==> src/rtl/rechteck_fueller.sv <==
// Rectangle-fill sequencer sharing one frame-buffer write port with CPU pixel writes.
// Optional RECHTECK_CLIP_EN clamps rectangles to the visible WIDTH x HEIGHT area.
module rechteck_fueller #(
  parameter int unsigned WIDTH        = 160,
  parameter int unsigned HEIGHT       = 120,
  parameter int unsigned BITSPERPIXEL = 8
) (
  input  logic                    clk_in,
  input  logic                    rst_n,
  input  logic                    cmd_valid,
  output logic                    cmd_ready,
  input  logic [7:0]              cmd_x0,
  input  logic [7:0]              cmd_y0,
  input  logic [7:0]              cmd_w,
  input  logic [7:0]              cmd_h,
  input  logic [BITSPERPIXEL-1:0] cmd_color,
  input  logic                    cpu_write,
  input  logic [7:0]              cpu_x,
  input  logic [7:0]              cpu_y,
  input  logic [BITSPERPIXEL-1:0] cpu_color,
  output logic [7:0]              x,
  output logic [7:0]              y,
  output logic [BITSPERPIXEL-1:0] color,
  output logic                    write,
  output logic                    busy,
  output logic                    done
);

  if ((WIDTH > 256) || (HEIGHT > 256) || (BITSPERPIXEL == 0)) begin : g_bad_cfg
    $error("rechteck_fueller: unsupported geometry");
  end

`ifdef RECHTECK_CLIP_EN
  localparam logic [8:0] XLim = 9'(WIDTH);
  localparam logic [8:0] YLim = 9'(HEIGHT);
  localparam logic [8:0] XMax = 9'(WIDTH - 1);
  localparam logic [8:0] YMax = 9'(HEIGHT - 1);
`endif

  typedef enum logic [1:0] {StIdle, StFill, StDone} state_e;

  state_e                  state_q;
  logic [7:0]              x0_q;
  logic [8:0]              xend_q, yend_q;
  logic [8:0]              cur_x_q, cur_y_q;
  logic [BITSPERPIXEL-1:0] fill_color_q;
  logic                    drain_q;

  logic [7:0]              x_q, y_q;
  logic [BITSPERPIXEL-1:0] color_q;
  logic                    write_q, busy_q, done_q, ready_q;

  logic [8:0] xend_raw, yend_raw, xend_acc, yend_acc;
  logic       accept, empty, issue, last, on_grid;

  always_comb begin
    xend_raw = {1'b0, cmd_x0} + {1'b0, cmd_w} - 9'd1;
    yend_raw = {1'b0, cmd_y0} + {1'b0, cmd_h} - 9'd1;
`ifdef RECHTECK_CLIP_EN
    xend_acc = (xend_raw > XMax) ? XMax : xend_raw;
    yend_acc = (yend_raw > YMax) ? YMax : yend_raw;
    empty    = (cmd_w == 8'd0) || (cmd_h == 8'd0) ||
               ({1'b0, cmd_x0} >= XLim) || ({1'b0, cmd_y0} >= YLim);
`else
    xend_acc = xend_raw;
    yend_acc = yend_raw;
    empty    = (cmd_w == 8'd0) || (cmd_h == 8'd0);
`endif
    accept  = cmd_valid && ready_q;
    // CPU writes steal the cycle; the cursor simply holds.
    issue   = (state_q == StFill) && !drain_q && !cpu_write;
    last    = (cur_x_q == xend_q) && (cur_y_q == yend_q);
    // Coordinates past 255 consume their cycle but never reach the port.
    on_grid = !cur_x_q[8] && !cur_y_q[8];
  end

  always_ff @(posedge clk_in or negedge rst_n) begin
    if (!rst_n) begin
      state_q      <= StIdle;
      x0_q         <= '0;
      xend_q       <= '0;
      yend_q       <= '0;
      cur_x_q      <= '0;
      cur_y_q      <= '0;
      fill_color_q <= '0;
      drain_q      <= 1'b0;
      x_q          <= '0;
      y_q          <= '0;
      color_q      <= '0;
      write_q      <= 1'b0;
      busy_q       <= 1'b0;
      done_q       <= 1'b0;
      ready_q      <= 1'b1;
    end else begin
      if (cpu_write) begin
        x_q     <= cpu_x;
        y_q     <= cpu_y;
        color_q <= cpu_color;
        write_q <= 1'b1;
      end else if (issue && on_grid) begin
        x_q     <= cur_x_q[7:0];
        y_q     <= cur_y_q[7:0];
        color_q <= fill_color_q;
        write_q <= 1'b1;
      end else begin
        write_q <= 1'b0;
      end

      unique case (state_q)
        StIdle: begin
          if (accept) begin
            x0_q         <= cmd_x0;
            xend_q       <= xend_acc;
            yend_q       <= yend_acc;
            cur_x_q      <= {1'b0, cmd_x0};
            cur_y_q      <= {1'b0, cmd_y0};
            fill_color_q <= cmd_color;
            drain_q      <= 1'b0;
            ready_q      <= 1'b0;
            busy_q       <= 1'b1;
            if (empty) begin
              state_q <= StDone;
              done_q  <= 1'b1;
            end else begin
              state_q <= StFill;
            end
          end
        end
        StFill: begin
          // One trailing cycle lets the last pixel reach the port before done.
          if (drain_q) begin
            drain_q <= 1'b0;
            state_q <= StDone;
            done_q  <= 1'b1;
          end else if (issue) begin
            if (last) begin
              drain_q <= 1'b1;
            end else if (cur_x_q == xend_q) begin
              cur_x_q <= {1'b0, x0_q};
              cur_y_q <= cur_y_q + 9'd1;
            end else begin
              cur_x_q <= cur_x_q + 9'd1;
            end
          end
        end
        StDone: begin
          state_q <= StIdle;
          done_q  <= 1'b0;
          busy_q  <= 1'b0;
          ready_q <= 1'b1;
        end
        default: begin
          state_q <= StIdle;
          done_q  <= 1'b0;
          busy_q  <= 1'b0;
          ready_q <= 1'b1;
        end
      endcase
    end
  end

  assign x         = x_q;
  assign y         = y_q;
  assign color     = color_q;
  assign write     = write_q;
  assign busy      = busy_q;
  assign done      = done_q;
  assign cmd_ready = ready_q;

endmodule

==> config.mk <==
export PLATFORM = sky130hd
export DESIGN_NAME = rechteck_fueller
export DESIGN_NICKNAME = d
export VERILOG_FILES = /design/src/rtl/rechteck_fueller.sv
export SDC_FILE = /design/constraint.sdc
export NUM_CORES = 1
export LEC_CHECK = 0
export ABC_CLOCK_PERIOD_IN_PS = 2130
export BUFFER_PORTS_ARGS = -buffer_cell sky130_fd_sc_hd__buf_4
export CORE_MARGIN = 2
export CORE_UTILIZATION = 50
export DETAILED_ROUTE_END_ITERATION = 8
export PLACE_DENSITY = 0.75
export REMOVE_ABC_BUFFERS = 1
export SLEW_MARGIN = 40
export SYNTH_ARGS = -nofsm -noshare
export SYNTH_HDL_FRONTEND = slang
export SYNTH_SLANG_ARGS = --single-unit
==> constraint.sdc <==
create_clock -name clk_in -period 2.13 [get_ports clk_in]
set_input_delay 0.1065 -clock clk_in [delete_from_list [all_inputs] [get_ports clk_in]]
set_output_delay 0.1065 -clock clk_in [all_outputs]
set_load 0.05 [all_outputs]
After elaboration in Yosys (flattened, before gate mapping)
Index checks and enable logic that the tools add are counted.
{"block": "word_totals", "rom_bits": 0, "inputBits": 68, "register_bits": 83, "latch_bits": 0, "ramBits": 0, "memories": 0, "wordCells": 91}
{"block": "classes", "multipliers": 0, "n_shift": 0, "add_sub_neg": 6, "n_mux": 36, "bitwise_logic": 1, "eq_ne": 10, "n_lt_le_gt_ge": 0, "div": 0, "n_reduce_logical": 23}
{"cell": "two-way mux 9 bit", "count": 10}
{"cell": "two-way mux 8 bit", "count": 6}
{"cell": "case mux 9 bit (2 select lines)", "count": 2}
{"cell": "adder 8 x 8 -> 9 bit", "count": 2}
{"cell": "adder 9 x 1 -> 9 bit (second input constant)", "count": 2}
{"cell": "== test 9 bit", "count": 2}
{"cell": "subtractor 9 x 1 -> 9 bit (second input constant)", "count": 2}
{"cell": "logical NOT 8 bit", "count": 2}
{"cell": "!= test 2 bit (second input constant)", "count": 6}
{"cell": "two-way mux 1 bit", "count": 10}
{"cell": "case mux 1 bit (2 select lines)", "count": 4}
{"cell": "AND reduction 2 bit", "count": 4}
{"cell": "logical AND 1 bit", "count": 6}
{"cell": "two-way mux 2 bit", "count": 3}
{"cell": "AND reduction 6 bit", "count": 1}
{"cell": "AND reduction 5 bit", "count": 1}
{"cell": "logical NOT 1 bit", "count": 4}
{"cell": "case mux 2 bit (2 select lines)", "count": 1}
{"cell": "nonzero test 2 bit", "count": 2}
{"cell": "AND reduction 3 bit", "count": 1}
{"cell": "== test 2 x 1 -> 1 bit (second input constant)", "count": 1}
{"cell": "logical NOT 2 bit", "count": 1}
{"cell": "!= test 2 x 1 -> 1 bit (second input constant)", "count": 1}
{"cell": "logical OR 1 bit", "count": 1}
{"cell": "NOT 1 bit", "count": 1}

Depth between registers and ports, before layout
Gate-level depths: netlist (run 1).
{"block": "depth", "word_depth": 6, "mapped_depth": 12, "depth_no_buf": 12}

Worst setup path before layout (run 1)
No wires, ideal clock.
{"block": "synth_timing", "path_type": "flip-flop to flip-flop", "from": "reg cur_x_q[1]", "to": "reg cur_x_q[1]", "period_less_slack_ns": 2.117, "stages_incl_launch_ff": 7, "setup_slack_ns": 0.013, "t_arrival_ns": 1.992, "n_path_buf": 0, "t_required_ns": 2.005, "path_cell_list": "dfrtp_1 xor2_1 nor4_4 nand4_4 or3_4 nand2_8 mux2_4"}
{"block": "synth_via", "elab_chain_len": 6}
{"element": "from (decl)", "line_no": "45", "rtl": "logic [8:0] cur_x_q, cur_y_q;"}
{"element": "from (signal assigned)", "line_no": "115", "rtl": "cur_x_q <= {1'b0, cmd_x0};"}
{"element": "from (signal assigned)", "line_no": "139", "rtl": "cur_x_q <= {1'b0, x0_q};"}
{"element": "from (signal assigned)", "line_no": "142", "rtl": "cur_x_q <= cur_x_q + 9'd1;"}
{"element": "adder 9 x 1 -> 9 bit / == test 9 bit (equally long branches)", "line_no": "142, 72, 138"}
{"element": "two-way mux 9 bit", "line_no": "138", "rtl": "end else if (cur_x_q == xend_q) begin"}
{"element": "two-way mux 9 bit", "line_no": "136", "rtl": "if (last) begin"}
{"element": "two-way mux 9 bit", "line_no": "135", "rtl": "end else if (issue) begin"}
{"element": "two-way mux 9 bit", "line_no": "131", "rtl": "if (drain_q) begin"}
{"element": "case mux 9 bit (2 select lines)", "line_no": "109", "rtl": "unique case (state_q)"}
Parallel ways exist; a longest one is shown, timed or not. The select of a mux whose other input is x is not followed.
A chain may end at the register's enable or synchronous reset.

Worst setup path in the final report (run 1)
{"block": "layout_timing", "from": "reg cur_y_q[3]", "to": "reg cur_x_q[1]"}
{"block": "layout_via", "elab_chain_len": 4}
{"element": "from (decl)", "line_no": "45"}
{"element": "from (signal assigned)", "line_no": "116", "rtl": "cur_y_q <= {1'b0, cmd_y0};"}
{"element": "from (signal assigned)", "line_no": "140", "rtl": "cur_y_q <= cur_y_q + 9'd1;"}
{"element": "== test 9 bit", "line_no": "72", "rtl": "last = (cur_x_q == xend_q) && (cur_y_q == yend_q);"}
{"element": "logical AND 1 bit", "line_no": "72"}
{"element": "!= test 2 bit (no source line)"}
{"element": "AND reduction 5 bit (no source line)"}
Every way passes these cells.

==> impl_metrics.xml, run 1 <==
<?xml version="1.0" encoding="UTF-8"?>
<metrics>
  <group name="power">
    <metric name="irDropWorstVdd" unit="mV">0.880</metric>
    <metric name="leakage" unit="nW">3.52</metric>
    <metric name="pwr_density_cell" unit="nW/um2">1260</metric>
  </group>
  <group name="placement">
    <metric name="post-dp-hpwl" unit="um">9700</metric>
    <metric name="gp_congestion" unit="">0.898</metric>
    <metric name="placedCellCount" unit="">810</metric>
    <metric name="buffer_ports.inserted" unit="">95</metric>
  </group>
  <group name="worst_setup_path">
    <metric name="cp.required" unit="ns">2.38</metric>
    <metric name="crit-reg2reg-launch" unit="">cur_y_q[3]$_DFFE_PN0P_</metric>
    <metric name="cp_data_arrival_time" unit="ns">2.30</metric>
    <metric name="start_kind" unit="">flip-flop</metric>
    <metric name="worstSetupPathType" unit="">reg2reg</metric>
    <metric name="critical_path.slowest_cell" unit="">sky130_fd_sc_hd__dfrtp_1</metric>
    <metric name="regToRegEndpoint" unit="">cur_x_q[1]$_DFFE_PN0P_</metric>
    <metric name="cp_cell_sequence" unit="">xnor2_1, nand4_1, or3_1, or3_4, nand2_8, mux2_4</metric>
    <metric name="crit_path_max_fanout" unit="">7</metric>
    <metric name="end_kind" unit="">flip-flop</metric>
    <metric name="r2r_cells" unit="">6</metric>
    <metric name="regToRegSetupSlack" unit="ns">0.08</metric>
    <metric name="max_stage_delay" unit="ns">0.40</metric>
  </group>
  <group name="global_routing">
    <metric name="track_usage" unit="%">24.6</metric>
    <metric name="vias_in_the_first_global_route" unit="">4577</metric>
    <metric name="antenna_found_initial" unit="">0</metric>
    <metric name="wire_length_of_the_first_global_routing_pass" unit="um">21900</metric>
    <metric name="grt_remaining_overflow" unit="">0</metric>
    <metric name="grt_start_max_net_pins" unit="">51</metric>
  </group>
  <group name="cells_and_area">
    <metric name="layout-drive-gt1-share" unit="%">22.2</metric>
    <metric name="n_antenna_cell" unit="">0</metric>
    <metric name="final_cell_count_no_fill" unit="">859</metric>
    <metric name="fin_nets" unit="">823</metric>
    <metric name="area_delta_synth_final" unit="%">31.8</metric>
  </group>
  <group name="detailed_routing">
    <metric name="viasPerCell" unit="">5.23</metric>
    <metric name="drt_first_pass_iters" unit="">4</metric>
    <metric name="drc_errors" unit="">0</metric>
    <metric name="route.vias.total" unit="">4489</metric>
    <metric name="wl_per_cell" unit="um">15.3</metric>
    <metric name="initial_drt_markers" unit="">193</metric>
    <metric name="detail_route.wirelength" unit="um">13100</metric>
    <metric name="antenna_left" unit="">0</metric>
  </group>
  <group name="timing">
    <metric name="final-setup-viol-count" unit="">0</metric>
    <metric name="period_share" unit="%">96.3</metric>
    <metric name="setup_repair_after_global_routing_missed_its_margin" unit="">false</metric>
    <metric name="tightestPinTransition" unit="ns">0.526</metric>
    <metric name="fmaxAchievable" unit="GHz">0.488</metric>
    <metric name="post-route-min-period" unit="ns">2.05</metric>
    <metric name="final_hold_violating_endpoints" unit="">0</metric>
    <metric name="whs" unit="ns">0.0510</metric>
    <metric name="timing.clock.skew" unit="ns">0.0144</metric>
    <metric name="report.final.slew_viol_count" unit="">0</metric>
    <metric name="relSlewSlack" unit="%">64.9</metric>
  </group>
  <group name="floorplan">
    <metric name="top_level_ports" unit="">96</metric>
    <metric name="floorplan.rows" unit="">36</metric>
    <metric name="die-height" unit="um">105</metric>
    <metric name="start_util" unit="%">51.9</metric>
    <metric name="core-area" unit="um2">9820</metric>
    <metric name="die-area" unit="um2">11000</metric>
    <metric name="floorplan.die.width" unit="um">105</metric>
  </group>
  <group name="logic_synthesis">
    <metric name="synth_sequential_area_ratio" unit="%">40.8</metric>
    <metric name="ys_types" unit="">48</metric>
    <metric name="synth_area" unit="um2">5090</metric>
    <metric name="synth.top_cell.area_share" unit="%">40.3</metric>
    <metric name="yosys_most_used_dff" unit="">sky130_fd_sc_hd__dfrtp_1</metric>
    <metric name="synth.ff_latch_count" unit="">83</metric>
    <metric name="synth.most_common_cell" unit="">sky130_fd_sc_hd__nand2_1</metric>
    <metric name="synth_common_cells" unit="">sky130_fd_sc_hd__nand2_1 (105), sky130_fd_sc_hd__dfrtp_1 (82), sky130_fd_sc_hd__inv_1 (68)</metric>
    <metric name="netlist_instances" unit="">576</metric>
    <metric name="synthTopCellsByArea" unit="">sky130_fd_sc_hd__dfrtp_1 (40%), sky130_fd_sc_hd__ha_1 (7.9%), sky130_fd_sc_hd__nand2_1 (7.7%), sky130_fd_sc_hd__mux2i_1 (6.5%), sky130_fd_sc_hd__o21ai_0 (5.8%)</metric>
    <metric name="synth_enable_flop_cells" unit="">0</metric>
    <metric name="synth.yosys.warnings" unit="">0</metric>
    <metric name="synthDominantAreaCellType" unit="">sky130_fd_sc_hd__dfrtp_1</metric>
    <metric name="post_synth.cell_area_avg" unit="um2">8.84</metric>
    <metric name="async_flop_share" unit="%">100</metric>
  </group>
  <group name="clock_network">
    <metric name="post-cts-setup-buffers" unit="">0</metric>
    <metric name="maximum_level_of_the_cts_h_tree" unit="">3</metric>
    <metric name="tritoncts" unit="">built</metric>
    <metric name="sinks_on_the_clock_net" unit="">83</metric>
    <metric name="clock-root-buffer" unit="">sky130_fd_sc_hd__clkbuf_8</metric>
    <metric name="cts_made_buffers" unit="">9</metric>
    <metric name="cts_buffer_depth" unit="">2</metric>
    <metric name="clkSlewWorstSetupHoldPaths" unit="ns">0.10</metric>
    <metric name="clkLatencyLatePin" unit="ns">0.37</metric>
  </group>
  <group name="worst_hold_path">
    <metric name="min_delay_worst_endpoint" unit="">x0_q[1]$_DFFE_PN0P_</metric>
    <metric name="timing.hold.worst.start" unit="">cmd_x0[1]</metric>
    <metric name="worstHoldPathType" unit="">in2reg</metric>
    <metric name="hold_depth" unit="">3</metric>
  </group>
  <group name="flow_run">
    <metric name="drv_cap" unit="">0</metric>
  </group>
  <group name="outcome">
    <metric name="status" unit="">completed</metric>
  </group>
</metrics>
## registers in the layout, indices dropped and copies added, names as in the netlist, 2 cells and up
name          flops
fill_color_q      8
xend_q            9
x0_q              8
y                 8
cur_y_q           9
x                 8
yend_q            9
state_q           2
cur_x_q           9
color             8
## how the worst max path moves through the flow
stage,start,endpoint,slack (ns),cells past startpoint
after global routing,xend_q[0]$_DFFE_PN0P_,cur_x_q[1]$_DFFE_PN0P_,0.005,6
after detailed placement,cmd_x0[1],xend_q[7]$_DFFE_PN0P_,-0.06,13
after global placement,cmd_x0[1],xend_q[7]$_DFFE_PN0P_,0.05,13
after floorplan,state_q[1]$_DFFE_PN0P_,color[0]$_DFFE_PN0P_,-0.14,4
final,cur_y_q[3]$_DFFE_PN0P_,cur_x_q[1]$_DFFE_PN0P_,0.08,6
after CTS,xend_q[8]$_DFFE_PN0P_,cur_x_q[6]$_DFFE_PN0P_,0.09,6
## cell usage in the layout, fill, tap and decap left out, types with 9 or more instances in the layout
| cell type | synthesis | final |
|---|---|---|
| sky130_fd_sc_hd__dlygate4sd3_1 | 0 | 33 |
| sky130_fd_sc_hd__nand2_1 | 105 | 105 |
| sky130_fd_sc_hd__o21ai_0 | 59 | 59 |
| sky130_fd_sc_hd__nand3_1 | 11 | 11 |
| sky130_fd_sc_hd__inv_1 | 68 | 68 |
| sky130_fd_sc_hd__xnor2_1 | 20 | 20 |
| sky130_fd_sc_hd__xor2_1 | 12 | 12 |
| sky130_fd_sc_hd__mux2i_1 | 33 | 33 |
| sky130_fd_sc_hd__ha_1 | 32 | 32 |
| sky130_fd_sc_hd__clkbuf_8 | 0 | 9 |
| sky130_fd_sc_hd__dfrtp_1 | 82 | 82 |
| sky130_fd_sc_hd__a21oi_1 | 28 | 28 |
| sky130_fd_sc_hd__buf_4 | 1 | 126 |
| sky130_fd_sc_hd__nor2_1 | 16 | 16 |
## through the flow
step                setup TNS (ns)  worst slack [ns]  util (%)  power [mW]  instance area [um2]
floorplan                    -4.87            -0.142         -        5.56                 4980
global placement                 0            0.0497      62.6        6.88                 6150
detailed placement         -0.0774           -0.0584      62.6        7.06                 6150
CTS                              0            0.0892      68.3        8.46                 6710
global route                     0           0.00547      68.4        9.01                 6720
finish                           0            0.0795      68.4        8.46                 6720
## critical path: cells and delay by family, from the launching register on
family	cells	cell delay, ns
mux	1	0.30
xor+xnor	1	0.19
flops	1	0.40
simple gates	4	1.05
## where the power goes
| part | leakage [nW] | internal (mW) | switching [mW] |
|---|---|---|---|
| clock network | 0.116 | 0.681 | 0.632 |
| registers | 1.01 | 2.24 | 0.523 |
| logic | 2.39 | 1.87 | 2.51 |
| total | 3.52 | 4.79 | 3.67 |
## routing by layer
layer	routed length (um)	vias up	global-route usage, %
met5	0	-	0
met2	6450	112	41.5
met3	527	17	3.62
met1	5910	2147	33.1
li1	-	2213	-
met4	229	0	7.14
## logic make-up (layout without fill, tap and decap cells)
logic type | after synthesis | after routing | share of synthesized area [%]
AO/OA/AOI/OAI | 118 | 118 | 13.3
adder cells (fa/ha/maj) | 34 | 34 | 8.65
AND/OR/NAND/NOR | 174 | 174 | 16.2
buffers and inverters | 96 | 246 | 7.25
XOR/XNOR | 32 | 32 | 5.50
multiplexers | 39 | 39 | 8.25
flip-flops | 83 | 83 | 40.8
## what timing repair did
action | in CTS | in global routing
pin swaps | 0 | 2
hold buffers | 33 | 0
resized for setup | 1 | 1
endpoints found under the setup margin | 2 | 4
hold endpoints to repair | 71 | 0
## layout make-up
class / instances / area (um2)
Tap cell: 133 / 166
Clock inverter: 7 / 106
Multi-Input combinational cell: 397 / 2660
Sequential cell: 83 / 2080
Clock buffer: 9 / 124
Inverter: 68 / 255
Timing Repair Buffer: 162 / 1330
Fill cell: 780 / 3100
No activity file was read; power rests on OpenSTA's default activity.
==> run 2: changes to the inputs <==
CELL_PAD_IN_SITES_DETAIL_PLACEMENT = 2   (was default)
CELL_PAD_IN_SITES_GLOBAL_PLACEMENT = 2   (was default)
CORE_UTILIZATION = 30   (was 50)
==> run 2 against run 1 <==
The flow now finishes with violations (setup timing); non-clock buffer count rose by 6; die area is 64% higher; sequential share of layout area is 1.3 points lower; count of clock-buffer cells in the layout rose by 1.
==> impl_metrics.xml, run 2 (same netlist as run 1, synthesis figures left out) <==
<?xml version="1.0" encoding="UTF-8"?>
<metrics>
  <group name="worst_setup_path">
    <metric name="max_stage_delay" unit="ns">0.41</metric>
    <metric name="regToRegEndpoint" unit="">cur_x_q[4]$_DFFE_PN0P_</metric>
    <metric name="critical_path.slowest_cell" unit="">sky130_fd_sc_hd__dfrtp_1</metric>
    <metric name="timing.critical_path.mode_cell" unit="">sky130_fd_sc_hd__or3_4</metric>
    <metric name="cp_data_arrival_time" unit="ns">2.37</metric>
    <metric name="end_kind" unit="">flip-flop</metric>
    <metric name="crit-reg2reg-launch" unit="">cur_y_q[1]$_DFFE_PN0P_</metric>
    <metric name="start_kind" unit="">flip-flop</metric>
    <metric name="r2r_cells" unit="">6</metric>
    <metric name="regToRegSetupSlack" unit="ns">-0.003</metric>
    <metric name="cp.required" unit="ns">2.37</metric>
    <metric name="cp_cell_sequence" unit="">xnor2_2, nand4_1, or3_4, or3_4, nand2_8, mux2_4</metric>
    <metric name="crit_path_max_fanout" unit="">7</metric>
    <metric name="worstSetupPathType" unit="">reg2reg</metric>
  </group>
  <group name="clock_network">
    <metric name="clock-root-buffer" unit="">sky130_fd_sc_hd__clkbuf_16</metric>
    <metric name="tritoncts" unit="">built</metric>
    <metric name="sinks_on_the_clock_net" unit="">83</metric>
    <metric name="clkSlewWorstSetupHoldPaths" unit="ns">0.07</metric>
    <metric name="maximum_level_of_the_cts_h_tree" unit="">3</metric>
    <metric name="cts_buffer_depth" unit="">2</metric>
    <metric name="cts_made_buffers" unit="">9</metric>
    <metric name="clkLatencyLatePin" unit="ns">0.36</metric>
  </group>
  <group name="floorplan">
    <metric name="floorplan.rows" unit="">47</metric>
    <metric name="start_util" unit="%">30.7</metric>
    <metric name="top_level_ports" unit="">96</metric>
    <metric name="die-area" unit="um2">18000</metric>
    <metric name="die-height" unit="um">134</metric>
    <metric name="core-area" unit="um2">16600</metric>
    <metric name="floorplan.die.width" unit="um">134</metric>
  </group>
  <group name="detailed_routing">
    <metric name="initial_drt_markers" unit="">124</metric>
    <metric name="route.vias.total" unit="">4683</metric>
    <metric name="wl_per_cell" unit="um">19.1</metric>
    <metric name="viasPerCell" unit="">4.91</metric>
    <metric name="drc_errors" unit="">0</metric>
    <metric name="detail_route.wirelength" unit="um">18200</metric>
    <metric name="antenna_left" unit="">0</metric>
    <metric name="drt_first_pass_iters" unit="">4</metric>
  </group>
  <group name="outcome">
    <metric name="failed_checks" unit="">setup timing</metric>
    <metric name="status" unit="">finished with violations</metric>
  </group>
  <group name="global_routing">
    <metric name="met3_usage" unit="%">3.25</metric>
    <metric name="wire_length_of_the_first_global_routing_pass" unit="um">29300</metric>
    <metric name="grtUsageMet1" unit="%">25.8</metric>
    <metric name="track_usage" unit="%">21.0</metric>
    <metric name="grt_start_max_net_pins" unit="">51</metric>
    <metric name="vias_in_the_first_global_route" unit="">5350</metric>
    <metric name="grt_remaining_overflow" unit="">0</metric>
    <metric name="gr_util_met2" unit="%">37.2</metric>
    <metric name="antenna_found_initial" unit="">2</metric>
    <metric name="grt_busiest_layer" unit="">met2</metric>
  </group>
  <group name="timing">
    <metric name="timing.clock.skew" unit="ns">0.0100</metric>
    <metric name="post-route-min-period" unit="ns">2.13</metric>
    <metric name="worst_slack" unit="ns">-0.00271</metric>
    <metric name="final_hold_violating_endpoints" unit="">0</metric>
    <metric name="report.final.slew_viol_count" unit="">0</metric>
    <metric name="tightestPinTransition" unit="ns">0.573</metric>
    <metric name="period_share" unit="%">100</metric>
    <metric name="relSlewSlack" unit="%">61.8</metric>
    <metric name="fmaxAchievable" unit="GHz">0.469</metric>
    <metric name="setup_repair_after_global_routing_missed_its_margin" unit="">true</metric>
    <metric name="final-setup-viol-count" unit="">1</metric>
    <metric name="whs" unit="ns">0.0140</metric>
    <metric name="setup_tns" unit="ns">-0.00271</metric>
  </group>
  <group name="power">
    <metric name="leakage" unit="nW">3.60</metric>
    <metric name="total_power" unit="mW">9.35</metric>
    <metric name="irDropWorstVdd" unit="mV">0.546</metric>
    <metric name="pwr_density_cell" unit="nW/um2">1330</metric>
  </group>
  <group name="flow_run">
    <metric name="drv_cap" unit="">0</metric>
  </group>
  <group name="placement">
    <metric name="buffer_ports.inserted" unit="">95</metric>
    <metric name="post-dp-hpwl" unit="um">12900</metric>
    <metric name="dpl_cell_area" unit="um2">6310</metric>
    <metric name="gp_congestion" unit="">0.790</metric>
  </group>
  <group name="cells_and_area">
    <metric name="finish.instance_area" unit="um2">7010</metric>
    <metric name="area_delta_synth_final" unit="%">37.6</metric>
    <metric name="mostFrequentLayoutCells" unit="">sky130_fd_sc_hd__buf_4 (132), sky130_fd_sc_hd__nand2_1 (104), sky130_fd_sc_hd__dfrtp_1 (82)</metric>
    <metric name="layout.filler_cells" unit="">1830</metric>
    <metric name="postLayoutCoreUtil" unit="%">42.3</metric>
    <metric name="leading_cell_type_in_the_layout_fill_and_taps_excluded" unit="">sky130_fd_sc_hd__buf_4</metric>
    <metric name="fin_nets" unit="">829</metric>
    <metric name="layout-drive-gt1-share" unit="%">24.2</metric>
  </group>
  <group name="worst_hold_path">
    <metric name="hold_depth" unit="">3</metric>
    <metric name="min_delay_worst_endpoint" unit="">x[3]$_DFFE_PN0P_</metric>
    <metric name="worstHoldPathType" unit="">in2reg</metric>
    <metric name="timing.hold.worst.start" unit="">cpu_x[3]</metric>
  </group>
</metrics>
-- run 2: changes by cell type in the layout (fill, tap and decap cells not counted), moves of 2 or more --
cell | previous run | this run
sky130_fd_sc_hd__clkbuf_8 | 9 | 1
sky130_fd_sc_hd__clkinvlp_4 | 0 | 2
sky130_fd_sc_hd__xnor2_2 | 0 | 3
sky130_fd_sc_hd__xnor2_1 | 20 | 17
sky130_fd_sc_hd__clkbuf_16 | 0 | 9
sky130_fd_sc_hd__buf_4 | 126 | 132
-- run 2: final cells by class --
cell class	count	area [um2]	area share [%]
Multi-Input combinational cell	397	2700	38.6
Sequential cell	83	2080	29.7
Timing Repair Buffer	168	1380	19.7
Tap cell	220	275	3.93
Inverter	68	255	3.64
Clock buffer	10	239	3.41
Clock inverter	6	71.3	1.02
Antenna cell	1	2.50	0.0357
-- run 2: stage by stage --
stage	setup WS [ns]	cells
CTS	0.00692	951
global placement	0.0255	903
finish	-0.00271	953
floorplan	-0.142	548
detailed placement	-0.178	903
global route	-0.0424	953
-- run 2: what timing repair did --
action	4_1_cts	5_1_grt
buffers inserted	0	1
endpoints found under the setup margin	3	25
pin swaps	2	3
resized for setup	2	11
hold buffers	32	0
hold endpoints to repair	70	0
-- run 2: worst max-delay path, delay by kind of cell (launching register included) --
family	cells	cell delay (ns)
DFF	1	0.41
and+or+nand+nor	4	1.13
muxes	1	0.31
xor gates and xnor gates	1	0.18
-- run 2: how the worst max path moves through the flow --
| stage | slack [ns] | end | from |
|---|---|---|---|
| 6_report | -0.003 | cur_x_q[4]$_DFFE_PN0P_ | cur_y_q[1]$_DFFE_PN0P_ |
| 5_1_grt | -0.04 | cur_x_q[4]$_DFFE_PN0P_ | cur_y_q[7]$_DFFE_PN0P_ |
| 4_1_cts | 0.007 | cur_x_q[4]$_DFFE_PN0P_ | cur_y_q[1]$_DFFE_PN0P_ |
| 3_5_place_dp | -0.18 | xend_q[7]$_DFFE_PN0P_ | cmd_x0[1] |
| 3_3_place_gp | 0.03 | xend_q[7]$_DFFE_PN0P_ | cmd_x0[1] |
| 2_1_floorplan | -0.14 | color[0]$_DFFE_PN0P_ | state_q[1]$_DFFE_PN0P_ |
-- run 2: routing by layer --
metal,vias up,routed length [um]
met5,-,13
met4,2,397
met3,27,521
met2,78,9290
met1,2354,8020
li1,2222,-
-- run 2: where the power goes --
part / internal [mW] / switching (mW) / leakage [nW]
registers: 2.24 / 0.537 / 1.01
clock network: 0.953 / 0.740 / 0.146
logic: 2.03 / 2.86 / 2.45
total: 5.22 / 4.13 / 3.60
